`src/rtl/fsic_io_serdes_link_ctrl.sv`:
```
// Serdes link bring-up sequencer: TX settle, RX enable, pattern lock, link monitor
// and bounded retraining. Every output is a flop decoded from the next state.
module fsic_io_serdes_link_ctrl #(
  parameter int unsigned             pNUM_LANES = 4,
  parameter int unsigned             pCLK_RATIO = 4,
  parameter logic [pCLK_RATIO-1:0]   pTRAIN_PAT = 4'b1010,
  parameter int unsigned             pTX_SETTLE = 16,
  parameter int unsigned             pLOCK_CNT  = 8,
  parameter int unsigned             pTIMEOUT   = 1023,
  parameter int unsigned             pMAX_RETRY = 3
) (
  input  logic                             coreclk,
  input  logic                             axis_rst_n,
  input  logic                             link_en,
  input  logic [pNUM_LANES*pCLK_RATIO-1:0] rxdata,
  input  logic [pNUM_LANES-1:0]            rxdata_valid,
  output logic                             rxen,
  output logic                             txen,
  output logic                             tx_train,
  output logic                             link_up,
  output logic                             train_fail,
  output logic [pNUM_LANES-1:0]            lane_err,
  output logic [3:0]                       retry_cnt
);

  localparam int unsigned RETRY_HOLD = 3;
  localparam int unsigned SMAX = (pTX_SETTLE > RETRY_HOLD) ? pTX_SETTLE : RETRY_HOLD;
  localparam int unsigned SW   = $clog2(SMAX + 1);
  localparam int unsigned TW   = $clog2(pTIMEOUT + 1);
  localparam int unsigned MW   = $clog2(pLOCK_CNT + 1);

  typedef enum logic [2:0] {
    IDLE, TX_ON, RX_ON, WAIT_VALID, LOCK, LINK_UP, RETRY, FAIL
  } state_t;

  state_t                 state, state_n;
  logic [SW-1:0]          scnt, scnt_n;
  logic [TW-1:0]          tcnt, tcnt_n;
  logic [MW-1:0]          mcnt, mcnt_n;
  logic [pNUM_LANES-1:0]  lerr_n, lane_bad;
  logic [3:0]             rcnt_n;
  logic                   all_valid, go_retry, timeout;

  always_comb begin
    lane_bad = '0;
    for (int unsigned i = 0; i < pNUM_LANES; i++) begin
      lane_bad[i] = !rxdata_valid[i] ||
                    (rxdata[i*pCLK_RATIO +: pCLK_RATIO] != pTRAIN_PAT);
    end
  end

  assign all_valid = &rxdata_valid;
  assign timeout   = (tcnt == TW'(pTIMEOUT - 1));

  always_comb begin
    state_n  = state;
    scnt_n   = scnt;
    tcnt_n   = tcnt;
    mcnt_n   = mcnt;
    lerr_n   = lane_err;
    rcnt_n   = retry_cnt;
    go_retry = 1'b0;
    unique case (state)
      IDLE: if (link_en) begin
        state_n = TX_ON;
        scnt_n  = '0;
        lerr_n  = '0;
      end
      TX_ON: begin
        if (scnt == SW'(pTX_SETTLE)) begin
          state_n = RX_ON;
          tcnt_n  = '0;
        end else begin
          scnt_n = scnt + SW'(1);
        end
      end
      RX_ON: state_n = WAIT_VALID;
      WAIT_VALID: begin
        tcnt_n = tcnt + TW'(1);
        if (timeout) begin
          go_retry = 1'b1;
        end else if (all_valid) begin
          state_n = LOCK;
          mcnt_n  = '0;
        end
      end
      LOCK: begin
        tcnt_n = tcnt + TW'(1);
        if (timeout) begin
          go_retry = 1'b1;
        end else if (|lane_bad) begin
          mcnt_n = '0;
          lerr_n = lane_err | lane_bad;
        end else if (mcnt == MW'(pLOCK_CNT - 1)) begin
          state_n = LINK_UP;
        end else begin
          mcnt_n = mcnt + MW'(1);
        end
      end
      LINK_UP: if (!all_valid) go_retry = 1'b1;
      RETRY: begin
        if (scnt == SW'(RETRY_HOLD)) begin
          if (retry_cnt > 4'(pMAX_RETRY)) begin
            state_n = FAIL;
          end else begin
            state_n = RX_ON;
            tcnt_n  = '0;
          end
        end else begin
          scnt_n = scnt + SW'(1);
        end
      end
      FAIL: state_n = FAIL;
      default: state_n = IDLE;
    endcase
    if (go_retry) begin
      state_n = RETRY;
      scnt_n  = '0;
      rcnt_n  = (retry_cnt == 4'hF) ? 4'hF : retry_cnt + 4'd1;
    end
    // Disable overrides every transition above, including retry entry.
    if (!link_en) begin
      state_n = IDLE;
      scnt_n  = '0;
      tcnt_n  = '0;
      mcnt_n  = '0;
      lerr_n  = '0;
      rcnt_n  = '0;
    end
  end

  always_ff @(posedge coreclk or negedge axis_rst_n) begin
    if (!axis_rst_n) begin
      state      <= IDLE;
      scnt       <= '0;
      tcnt       <= '0;
      mcnt       <= '0;
      lane_err   <= '0;
      retry_cnt  <= '0;
      rxen       <= 1'b0;
      txen       <= 1'b0;
      tx_train   <= 1'b0;
      link_up    <= 1'b0;
      train_fail <= 1'b0;
    end else begin
      state      <= state_n;
      scnt       <= scnt_n;
      tcnt       <= tcnt_n;
      mcnt       <= mcnt_n;
      lane_err   <= lerr_n;
      retry_cnt  <= rcnt_n;
      rxen       <= (state_n inside {RX_ON, WAIT_VALID, LOCK, LINK_UP});
      txen       <= (state_n inside {TX_ON, RX_ON, WAIT_VALID, LOCK, LINK_UP, RETRY});
      tx_train   <= (state_n inside {TX_ON, RX_ON, WAIT_VALID, LOCK, RETRY});
      link_up    <= (state_n == LINK_UP);
      train_fail <= (state_n == FAIL);
    end
  end

endmodule

```
`config.mk`:
```
export PLATFORM = sky130hd
export DESIGN_NAME = fsic_io_serdes_link_ctrl
export DESIGN_NICKNAME = d
export VERILOG_FILES = /design/src/rtl/fsic_io_serdes_link_ctrl.sv
export SDC_FILE = /design/constraint.sdc
export NUM_CORES = 1
export LEC_CHECK = 0
export ABC_AREA = 1
export BUFFER_PORTS_ARGS = -buffer_cell sky130_fd_sc_hd__buf_2
export CAP_MARGIN = 0
export CORE_UTILIZATION = 56
export DETAILED_ROUTE_END_ITERATION = 16
export GPL_ROUTABILITY_DRIVEN = 0
export GPL_TIMING_DRIVEN = 0
export PLACE_DENSITY = 0.78
export RECOVER_POWER = 100
export SLEW_MARGIN = 20
export SYNTH_ARGS = -nofsm -noshare
export SYNTH_HDL_FRONTEND = slang
export SYNTH_SLANG_ARGS = --single-unit
```
`constraint.sdc`:
```
create_clock -name coreclk -period 1.9 [get_ports coreclk]
set_input_delay 0.38 -clock coreclk [delete_from_list [all_inputs] [get_ports coreclk]]
set_output_delay 0.38 -clock coreclk [all_outputs]
set_load 0.05 [all_outputs]
```
==> results of run 1 <==
cell usage after synthesis:
cell	instances	area [um^2]
sky130_fd_sc_hd__nand2_1	70	263
sky130_fd_sc_hd__nor2_1	48	180
sky130_fd_sc_hd__inv_1	44	165
sky130_fd_sc_hd__dfrtp_1	35	876
sky130_fd_sc_hd__nand3_1	27	135
sky130_fd_sc_hd__a21oi_1	19	95.1
sky130_fd_sc_hd__o21ai_0	9	45.0
sky130_fd_sc_hd__nand2_2	7	43.8
sky130_fd_sc_hd__ha_1	6	75.1
sky130_fd_sc_hd__nor2_2	5	31.3
sky130_fd_sc_hd__a31oi_1	4	25.0
sky130_fd_sc_hd__nand4_1	4	25.0
sky130_fd_sc_hd__nor3_1	4	20.0
sky130_fd_sc_hd__inv_2	3	11.3
sky130_fd_sc_hd__nand3b_1	3	22.5
sky130_fd_sc_hd__o21ai_1	3	15.0
sky130_fd_sc_hd__nand3_2	2	20.0
sky130_fd_sc_hd__o21ba_1	2	20.0
sky130_fd_sc_hd__xor2_1	2	17.5
sky130_fd_sc_hd__a211oi_1	1	7.51
sky130_fd_sc_hd__a21oi_2	1	8.76
sky130_fd_sc_hd__a311oi_1	1	8.76
sky130_fd_sc_hd__buf_1	1	3.75
sky130_fd_sc_hd__nand2_4	1	11.3
sky130_fd_sc_hd__nor2_4	1	11.3
sky130_fd_sc_hd__nor3_4	1	16.3
sky130_fd_sc_hd__o22a_1	1	8.76
sky130_fd_sc_hd__o31ai_1	1	7.51
cell type report:
type | instances | area [um^2]
sequential | 35 | 876
clock buffer | 7 | 76.3
inverter | 47 | 176
buffer | 1 | 3.75
fill | 326 | 1170
clock inverter | 1 | 5.00
tap | 48 | 60.1
multi-input combinational | 223 | 1140
timing repair buffer | 38 | 181
per-stage QoR:
stage / setup TNS [ps] / std cells / hold WS (ps)
final: 0 / 400 / 190
after global routing: -55.4 / 400 / 270
after CTS: 0 / 397 / 183
after detailed placement: 0 / 389 / 493
after global placement: 0 / 389 / 483
after floorplan: 0 / 306 / 84.4
how the worst max path moves through the flow:
stage                                   start              to  slack (ps)  cells after the start
after global routing      tcnt[0]$_DFFE_PN0P_  txen$_DFF_PN0_         -30                     13
after detailed placement  tcnt[0]$_DFFE_PN0P_  txen$_DFF_PN0_          10                     13
after global placement             rxdata[10]  txen$_DFF_PN0_          50                     11
after floorplan           tcnt[0]$_DFFE_PN0P_  txen$_DFF_PN0_         320                     13
final                     tcnt[0]$_DFFE_PN0P_  txen$_DFF_PN0_          70                     12
after CTS                 tcnt[0]$_DFFE_PN0P_  txen$_DFF_PN0_           3                     13
worst max-delay path, cell delays in order, from the launching register on:
cell and delay [ps]:
sky130_fd_sc_hd__dfrtp_1 410, sky130_fd_sc_hd__inv_2 80, sky130_fd_sc_hd__ha_1 150, sky130_fd_sc_hd__nand3_1 70
sky130_fd_sc_hd__nor2_2 180, sky130_fd_sc_hd__nand2_2 120, sky130_fd_sc_hd__buf_4 150, sky130_fd_sc_hd__nand2_1 50
sky130_fd_sc_hd__a21oi_1 60, sky130_fd_sc_hd__nand2_1 120, sky130_fd_sc_hd__nand2_2 90, sky130_fd_sc_hd__nand2_1 120
sky130_fd_sc_hd__nand3_2 100
power by group through the flow:
stage	Sequential [uW]	Combinational [uW]	Clock [uW]
floorplan	815	72.1	0
detailed placement	789	166	0
global route	778	193	557
CTS	775	166	534
finish	776	171	523
global placement	788	162	0
registers in the layout, indices dropped and copies added, names as in the netlist, 3 cells and up:
name and count:
tcnt 10, retry_cnt 4, mcnt 4, scnt 5, lane_err 4, state 3
cells by family (layout without fill, tap and decap cells):
kind of cell / Yosys count / after routing
compound gates: 42 / 42
xor+xnor: 2 / 2
fa+ha+maj: 6 / 6
buf+inv: 48 / 94
flops: 35 / 35
simple gates: 173 / 173
routing by layer:
| metal | GRT usage, % | part of all wire [%] |
|---|---|---|
| met2 | 42.6 | 46 |
| met3 | 5.54 | 6.0 |
| met5 | 0 | 0 |
| met1 | 32.3 | 46 |
| met4 | 10.0 | 1.6 |
repair_timing:
item                                    4_1_cts  5_1_grt
gates resized for setup                       0        9
buffers inserted                              0        3
hold endpoints to repair                      0        0
endpoints found under the setup margin        0       11
hold buffers                                  0        0
==> results.py, run 1 <==
metrics = {
    "critical_path": {
        "required_ps": 2060,
        "setup.worst_path.end_class": "register",
        "reg2regPathDepth": 12,
        "setup.worst_path.start_class": "register",
        "crit_fanout": 4,
        "regToRegEndpoint": "txen$_DFF_PN0_",
        "reg2reg_setup_slack_ps": 70,
        "r2r_start": "tcnt[0]$_DFFE_PN0P_",
        "arrival_ps": 1990,
        "worst-setup-path-type": "reg -> reg",
    },
    "power": {
        "seq_power_share_pct": 52.8,
        "leakagePower_uw": 0.00130,
        "combinational_group_share_of_total_power_pct": 11.6,
        "power.share.clock_pct": 35.6,
        "max-vdd-ir-drop_uv": 357,
        "power_switching_share_pct": 26.9,
        "finalPower_uw": 1470,
        "power_per_cell_area_mw_per_mm2": 583,
        "p_int_uw": 1070,
        "p_switching_uw": 396,
    },
    "floorplan": {
        "dieWidth_um": 64.2,
        "ports": 36,
        "die_area_mm2": 0.00413,
        "core-area_mm2": 0.00369,
        "die_y_um": 64.2,
        "fp-row-count": 22,
        "floorplan.initialDensity_pct": 58.8,
    },
    "yosys": {
        "post_synth_mux_area_share_pct": 0,
        "synthesized_area_fraction_occupied_by_and_or_nand_nor_cells_pct": 35.9,
        "synthXorXnorAreaFrac_pct": 0.807,
        "mean_instance_size_in_the_synthesized_netlist_um2": 7.09,
        "syn-num-nets": 335,
        "synth-warning-count": 0,
        "synth_compound_area_share_pct": 11.1,
        "count_of_distinct_cell_types_in_the_synthesized_netlist": 28,
        "synth_cells": 306,
        "dominant_combinational_cell_family_by_area_after_synthesis": "simple AND/OR/NAND/NOR gates",
        "post_synth_adder_cell_area_pct": 3.46,
        "synth.ff_latch_count": 35,
        "synthesis.area_mm2": 0.00217,
        "synth_seq_area_share_pct": 40.4,
    },
    "placement": {
        "io_buffer_count": 35,
        "hpwlAfterDp_mm": 3.54,
        "place_worst_setup_slack_ps": 10.9,
        "placement.cell_area_mm2": 0.00240,
    },
    "finish": {
        "mostFrequentLayoutCell": "sky130_fd_sc_hd__nand2_1",
        "layout_common_cells": "sky130_fd_sc_hd__nand2_1 (69), sky130_fd_sc_hd__nor2_1 (45), sky130_fd_sc_hd__inv_1 (43), sky130_fd_sc_hd__dfrtp_1 (35), sky130_fd_sc_hd__nand3_1 (26)",
        "share_of_cells_above_drive_strength_1_pct": 16.8,
        "areaGrowthSynthToFinish_pct": 16.3,
        "finalCoreUtilization_pct": 68.4,
        "finalInstanceArea_mm2": 0.00252,
        "nets": 380,
        "diodes": 0,
    },
    "grt": {
        "grt_pass1_vias": 2023,
        "number_of_antenna_violations_at_the_first_check_in_global_routing": 0,
        "globalRouteOverflowTotal": 0,
        "grt_max_degree": 36,
        "wire_length_of_the_first_global_routing_pass_mm": 8.19,
        "gr-usage-all-layers_pct": 25.7,
    },
    "timing": {
        "finalCriticalPeriod_ps": 1830,
        "setup_slack_ps": 69.9,
        "worst_clock_skew_ps": 9.29,
        "report.final.setup_viol": 0,
        "min_period_over_period_pct": 96.3,
        "final_number_of_max_transition_violations": 0,
        "finalHoldViolations": 0,
        "maxClockFrequency_ghz": 0.546,
        "max_slew_margin_pct": 43.1,
        "worstMarginPinSlew_ps": 854,
        "grt_setup_unrepaired": "yes",
    },
    "cts": {
        "cts_made_buffers": 5,
        "cts.path.max_buffers": 2,
        "cts_tree": "yes",
        "cts_root_buffer": "sky130_fd_sc_hd__clkbuf_8",
        "clock_insertion_delay_worst_skew_ps": 290,
        "cts-htree-levels": 2,
        "cts.clk_slew.worst_paths_ps": 70,
        "cts.sink_count": 35,
    },
    "drt": {
        "ant_nets": 0,
        "drt_iter0_markers": 157,
        "routed_via_density": 5.27,
        "drt_wl_total_mm": 4.69,
        "post-route-drc-count": 0,
        "routedWlPerCell_um": 11.7,
        "via_count": 2107,
        "drt_first_pass_iters": 6,
    },
    "min_path": {
        "worstHoldPathType": "in -> async",
    },
    "run_status": {
        "status": "finished clean",
    },
    "flow_run": {
        "cap_violations": 0,
    },
}
No activity file was read; power rests on OpenSTA's default activity.
==> run 2, diff against run 1 <==
--- a/config.mk
+++ b/config.mk
@@ -8,11 +8,11 @@
 export ABC_AREA = 1
 export BUFFER_PORTS_ARGS = -buffer_cell sky130_fd_sc_hd__buf_2
 export CAP_MARGIN = 0
-export CORE_UTILIZATION = 56
+export CORE_MARGIN = 1.5
+export CORE_UTILIZATION = 51
 export DETAILED_ROUTE_END_ITERATION = 16
-export GPL_ROUTABILITY_DRIVEN = 0
 export GPL_TIMING_DRIVEN = 0
-export PLACE_DENSITY = 0.78
+export PLACE_DENSITY = 0.75
 export RECOVER_POWER = 100
 export SLEW_MARGIN = 20
 export SYNTH_ARGS = -nofsm -noshare
==> constraint.sdc (replaced) <==
create_clock -name coreclk -period 1.63 [get_ports coreclk]
set_input_delay 0.326 -clock coreclk [delete_from_list [all_inputs] [get_ports coreclk]]
set_output_delay 0.326 -clock coreclk [all_outputs]
set_load 0.05 [all_outputs]
==> run 2 against run 1 <==
Net effect:
- the run now ends with negative setup slack left
- combinational power rose by 47%
- cell area rose by 14%
- non-clock buffer count rose by 12
- critical path depth fell by 1
- cell count rose by 3.5%
- worst setup slack got worse by 200 ps
- power rose by 34%
- die area rose by 13%
- clock power rose by 57%
==> results.py, run 2 (synthesis gave the netlist of run 1 again) <==
metrics = {
    "power": {
        "leakagePower_uw": 0.00141,
        "max-vdd-ir-drop_uv": 354,
        "power_per_cell_area_mw_per_mm2": 688,
    },
    "critical_path": {
        "crit_fanout": 5,
        "reg2regPathDepth": 11,
        "reg2reg_setup_slack_ps": -130,
        "path_common_cell": "sky130_fd_sc_hd__nand2_1",
        "arrival_ps": 1930,
        "critPathMaxStageDelay_ps": 430,
        "setup.worst_path.end_class": "register",
        "regToRegEndpoint": "txen$_DFF_PN0_",
        "worst-setup-path-type": "reg -> reg",
        "r2r_start": "state[1]$_DFF_PN0_",
        "critical_path.cell_chain": "inv_1 > nand2_1 > nor2_1 > o21ai_1 > nand2_4 > buf_4 > o21ai_2 > nand2_1 > nand2_2 > inv_2 > nand3_1",
        "setup.worst_path.start_class": "register",
        "required_ps": 1800,
        "critical_path.slowest_cell": "sky130_fd_sc_hd__dfrtp_1",
    },
    "timing": {
        "finalHoldViolations": 0,
        "setup_slack_ps": -128,
        "finalCriticalPeriod_ps": 1760,
        "worstMarginPinSlew_ps": 874,
        "final_number_of_max_transition_violations": 0,
        "setup_tns_ps": -933,
        "grt_setup_unrepaired": "yes",
        "max_slew_margin_pct": 41.7,
        "worst_clock_skew_ps": 8.59,
        "maxClockFrequency_ghz": 0.569,
        "report.final.setup_viol": 14,
        "min_period_over_period_pct": 108,
    },
    "min_path": {
        "worstHoldPathType": "in -> async",
    },
    "cts": {
        "cts-htree-levels": 2,
        "cts_tree": "yes",
        "cts.path.max_buffers": 2,
        "clock_insertion_delay_worst_skew_ps": 290,
        "cts_root_buffer": "sky130_fd_sc_hd__clkbuf_8",
        "cts.clk_slew.worst_paths_ps": 80,
        "cts.sink_count": 35,
        "cts_made_buffers": 5,
    },
    "placement": {
        "hpwlAfterDp_mm": 3.51,
        "dp_cells": 391,
        "io_buffer_count": 35,
        "gpl.final_weighted_congestion": 0.897,
    },
    "run_status": {
        "status": "finished, violations left",
        "violations": "negative setup slack",
    },
    "grt": {
        "gr-usage-all-layers_pct": 23.9,
        "grt_max_degree": 36,
        "grt_pass1_vias": 2021,
        "wire_length_of_the_first_global_routing_pass_mm": 8.42,
        "number_of_antenna_violations_at_the_first_check_in_global_routing": 0,
        "globalRouteOverflowTotal": 0,
    },
    "flow_run": {
        "cap_violations": 0,
    },
    "finish": {
        "layout_common_cells": "sky130_fd_sc_hd__nand2_1 (56), sky130_fd_sc_hd__nor2_1 (36), sky130_fd_sc_hd__inv_1 (34), sky130_fd_sc_hd__dfrtp_1 (34), sky130_fd_sc_hd__nand3_1 (24)",
        "largest-register": "tcnt",
        "largest_reg_flops": 10,
        "mostFrequentLayoutCell": "sky130_fd_sc_hd__nand2_1",
        "areaGrowthSynthToFinish_pct": 32.4,
        "nets": 392,
        "largest_registers": "tcnt x10, scnt x5",
        "final_cells": 414,
        "share_of_cells_above_drive_strength_1_pct": 33.5,
        "diodes": 0,
    },
    "floorplan": {
        "core-area_mm2": 0.00406,
        "fp-row-count": 23,
        "ports": 36,
        "die_area_mm2": 0.00465,
        "die_y_um": 68.2,
        "dieWidth_um": 68.2,
        "floorplan.initialDensity_pct": 53.5,
    },
    "drt": {
        "drt_wl_total_mm": 5.58,
        "drt_iter0_markers": 137,
        "routed_via_density": 5.41,
        "via_count": 2238,
        "wl_met2_mm": 2.63,
        "met3WireLength_um": 306,
        "routedWlPerCell_um": 13.5,
        "post-route-drc-count": 0,
        "top_layer": "met4",
        "ant_nets": 0,
        "drt-met1-wl_mm": 2.47,
        "drt_first_pass_iters": 5,
    },
}
run 2: cell count changes in the layout (fill, tap and decap cells not counted), sizes merged:
cell / change
buf: +13
clkbuf: -2
bufinv: +1
run 2: cell type report:
class	instances	area (um^2)
Multi-Input combinational cell	223	1340
Clock inverter	2	35.0
Fill cell	327	1180
Sequential cell	35	877
Tap cell	50	62.6
Buffer	1	3.75
Inverter	47	181
Clock buffer	6	82.6
Timing Repair Buffer	50	293
run 2: timing repair:
| item | CTS | global route |
|---|---|---|
| pin swaps | 11 | 18 |
| setup endpoints to repair | 24 | 31 |
| hold buffers | 0 | 0 |
| buffers inserted | 7 | 8 |
| gates resized for setup | 20 | 56 |
run 2: metal layers:
metal  vias up  global-route usage (%)
met5         -                       0
met4         0                    14.0
met3        17                    4.11
li1       1096                       -
met2        87                    37.6
met1      1038                    30.8
run 2: worst max-delay path by stage:
stage | start | to | cells past startpoint | slack (ps)
after global placement | tcnt[0]$_DFFE_PN0P_ | txen$_DFF_PN0_ | 13 | -190
after CTS | tcnt[0]$_DFFE_PN0P_ | txen$_DFF_PN0_ | 13 | -60
after detailed placement | tcnt[0]$_DFFE_PN0P_ | txen$_DFF_PN0_ | 13 | -230
after global routing | state[1]$_DFF_PN0_ | txen$_DFF_PN0_ | 11 | -210
after floorplan | tcnt[0]$_DFFE_PN0P_ | txen$_DFF_PN0_ | 13 | 50
final | state[1]$_DFF_PN0_ | txen$_DFF_PN0_ | 11 | -130
run 2: through the flow:
| stage | util [%] | worst slack (ps) | area, um^2 | hold WS [ps] | total power [uW] |
|---|---|---|---|---|---|
| after floorplan | - | 51.7 | 2170 | 30.4 | 1030 |
| after global placement | 59.3 | -188 | 2410 | 450 | 1110 |
| after detailed placement | 59.3 | -235 | 2410 | 449 | 1110 |
| after CTS | 65.2 | -59.9 | 2640 | 135 | 1940 |
| after global routing | 70.8 | -212 | 2870 | 213 | 2040 |
| final | 70.8 | -128 | 2870 | 140 | 1980 |
run 2: power by group:
group / switching, uW / total, uW / internal (uW) / leakage, uW
Combinational: 161 / 251 / 90.1 / 0.000877
Sequential: 15.9 / 904 / 888 / 0.000475
Clock: 327 / 822 / 495 / 0.0000612
Total: 504 / 1980 / 1470 / 0.00141
run 2: critical path, delay by kind of cell, from the launching register on:
family,cells,cell delay [ps]
AND/OR/NAND/NOR,6,660
AO/OA/AOI/OAI,2,210
buffers and inverters,3,350
flip-flops,1,430
==> run 3, diff against run 2 <==
--- a/config.mk
+++ b/config.mk
@@ -9,10 +9,11 @@
 export BUFFER_PORTS_ARGS = -buffer_cell sky130_fd_sc_hd__buf_2
 export CAP_MARGIN = 0
 export CORE_MARGIN = 1.5
-export CORE_UTILIZATION = 51
+export CORE_UTILIZATION = 53
+export CTS_BUF_LIST = sky130_fd_sc_hd__clkbuf_2 sky130_fd_sc_hd__clkbuf_4 sky130_fd_sc_hd__clkbuf_8
 export DETAILED_ROUTE_END_ITERATION = 16
 export GPL_TIMING_DRIVEN = 0
-export PLACE_DENSITY = 0.75
+export PLACE_DENSITY = 0.78
 export RECOVER_POWER = 100
 export SLEW_MARGIN = 20
 export SYNTH_ARGS = -nofsm -noshare
==> run 3 against run 2 <==
Net effect:
- the run still ends with negative setup slack left
- clock skew is 2.4 ps lower
- combinational power increased by 2%
- worst setup slack better by 1.8 ps
- global-route usage rose by 0.69 points
- worst hold slack got worse by 5.9 ps
- die area shrank 3.6%
- critical path depth unchanged
- via count up 2.0%
- critical endpoint is now tx_train$_DFF_PN0_
==> results.py, run 3 (synthesis gave the netlist of run 1 again) <==
metrics = {
    "critical_path": {
        "timing.critical_path.buf_inv": 2,
        "required_ps": 1850,
        "path_common_cell": "sky130_fd_sc_hd__nand2_1",
        "critPathMaxStageDelay_ps": 400,
        "setup.worst_path.end_class": "register",
        "worst-setup-path-type": "reg -> reg",
        "setup.worst_path.start_class": "register",
        "critical_path.cell_chain": "inv_2 > ha_4 > nand3_4 > nor2_4 > nand3_2 > nand2_4 > buf_6 > o21ai_2 > nor2_1 > nand2_1 > nand2_1",
        "critical_path.slowest_cell": "sky130_fd_sc_hd__dfrtp_1",
        "crit_fanout": 5,
        "arrival_ps": 1980,
        "critPathTopFamily": "simple AND/OR/NAND/NOR gates",
    },
    "cts": {
        "clock_insertion_delay_worst_skew_ps": 290,
        "cts.sink_count": 35,
        "cts.path.max_buffers": 2,
        "cts_tree": "yes",
        "cts_made_buffers": 5,
        "postCtsHoldBufs": 0,
        "cts.clk_slew.worst_paths_ps": 70,
        "cts_root_buffer": "sky130_fd_sc_hd__clkbuf_8",
        "cts-htree-levels": 2,
    },
    "placement": {
        "gpl.final_weighted_congestion": 0.860,
        "dp_cells": 391,
        "hpwlAfterDp_mm": 3.60,
        "place_worst_setup_slack_ps": -197,
        "io_buffer_count": 35,
    },
    "power": {
        "combinational_group_share_of_total_power_pct": 14.2,
        "power_per_cell_area_mw_per_mm2": 622,
        "power_switching_share_pct": 27.1,
        "power.share.clock_pct": 35.6,
        "p_switching_uw": 490,
        "p_int_uw": 1320,
        "leakagePower_uw": 0.00143,
        "finalPower_uw": 1810,
        "max-vdd-ir-drop_uv": 400,
        "seq_power_share_pct": 50.2,
    },
    "finish": {
        "largest_reg_flops": 10,
        "final_cells": 416,
        "diodes": 0,
        "layout_common_cells": "sky130_fd_sc_hd__nand2_1 (60), sky130_fd_sc_hd__nor2_1 (34), sky130_fd_sc_hd__inv_1 (34), sky130_fd_sc_hd__dfrtp_1 (31), sky130_fd_sc_hd__nand3_1 (22)",
        "largest_registers": "tcnt x10, scnt x5",
        "largest-register": "tcnt",
        "filler_cell_count": 284,
        "nets": 394,
        "areaGrowthSynthToFinish_pct": 33.9,
        "share_of_cells_above_drive_strength_1_pct": 35.2,
        "mostFrequentLayoutCell": "sky130_fd_sc_hd__nand2_1",
    },
    "min_path": {
        "worstHoldPathType": "in -> async",
    },
    "floorplan": {
        "floorplan.initialDensity_pct": 54.6,
        "ports": 36,
        "die_area_mm2": 0.00449,
        "fp-row-count": 23,
        "die_y_um": 67.0,
        "core-area_mm2": 0.00397,
        "dieWidth_um": 67.0,
    },
    "grt": {
        "grt_max_degree": 36,
        "wire_length_of_the_first_global_routing_pass_mm": 8.24,
        "globalRouteOverflowTotal": 0,
        "number_of_antenna_violations_at_the_first_check_in_global_routing": 0,
        "grt_pass1_vias": 1965,
        "gr-usage-all-layers_pct": 24.6,
    },
    "timing": {
        "final_number_of_max_transition_violations": 0,
        "worstMarginPinSlew_ps": 860,
        "grt_setup_unrepaired": "yes",
        "min_period_over_period_pct": 108,
        "setup_tns_ps": -492,
        "report.final.setup_viol": 8,
        "worst_clock_skew_ps": 6.17,
        "finalCriticalPeriod_ps": 1760,
        "maxClockFrequency_ghz": 0.569,
        "setup_slack_ps": -127,
        "max_slew_margin_pct": 42.7,
        "finalHoldViolations": 0,
    },
    "drt": {
        "post-route-drc-count": 0,
        "ant_nets": 0,
        "routedWlPerCell_um": 13.5,
        "drt_iter0_markers": 233,
        "drt_wl_total_mm": 5.61,
        "via_count": 2282,
        "routed_via_density": 5.49,
        "drt_first_pass_iters": 5,
    },
    "flow_run": {
        "cap_violations": 0,
    },
    "run_status": {
        "violations": "negative setup slack",
        "status": "finished, violations left",
    },
}
run 3: layer usage:
metal / GRT usage, % / vias to the layer above / part of all wire, %
li1: - / 1099 / -
met4: 11.2 / 0 / 3.1
met2: 41.9 / 101 / 50
met5: 0 / - / 0
met1: 29.4 / 1055 / 42
met3: 5.57 / 27 / 5.7
run 3: layout make-up:
cell class,count,area (um^2),share of cell area [%]
clock inverter,1,5.00,0.172
inverter,47,181,6.24
tap,50,62.6,2.15
timing repair buffer,52,299,10.3
sequential,35,881,30.3
clock buffer,7,83.8,2.89
multi-input combinational,223,1390,47.8
buffer,1,3.75,0.129
run 3: through the flow:
stage               area (um^2)  hold WS, ps  util (%)
finish                     2910          134      73.2
global route               2910          204      73.2
CTS                        2630          122      66.3
detailed placement         2410          443      60.6
global placement           2410          441      60.6
floorplan                  2170         30.4         -
run 3: worst paths after layout:
check | to | slack (ps) | cells after the start | from
max reg2reg | tx_train$_DFF_PN0_ | -130 | 11 | tcnt[0]$_DFFE_PN0P_
min | scnt[2]$_DFFE_PN0P_ | 130 | 1 | axis_rst_n
max in group asynchronous | tcnt[1]$_DFFE_PN0P_ | 910 | 1 | axis_rst_n
min in group coreclk | lane_err[0]$_DFFE_PN0P_ | 430 | 4 | link_en
min reg2reg | tcnt[7]$_DFFE_PN0P_ | 510 | 2 | tcnt[7]$_DFFE_PN0P_
max | tx_train$_DFF_PN0_ | -130 | 11 | tcnt[0]$_DFFE_PN0P_
run 3: what timing repair did:
item                                    CTS  global route
endpoints found under the setup margin   22            33
resized for setup                        26            61
pin swaps                                10            24
buffers inserted                          6            11
run 3: power groups by stage:
stage / clock [uW] / combinational, uW / sequential, uW
2_1_floorplan: 0 / 84.0 / 950
3_3_place_gp: 0 / 189 / 919
3_5_place_dp: 0 / 194 / 920
4_1_cts: 660 / 214 / 902
5_1_grt: 703 / 284 / 909
6_report: 644 / 257 / 907
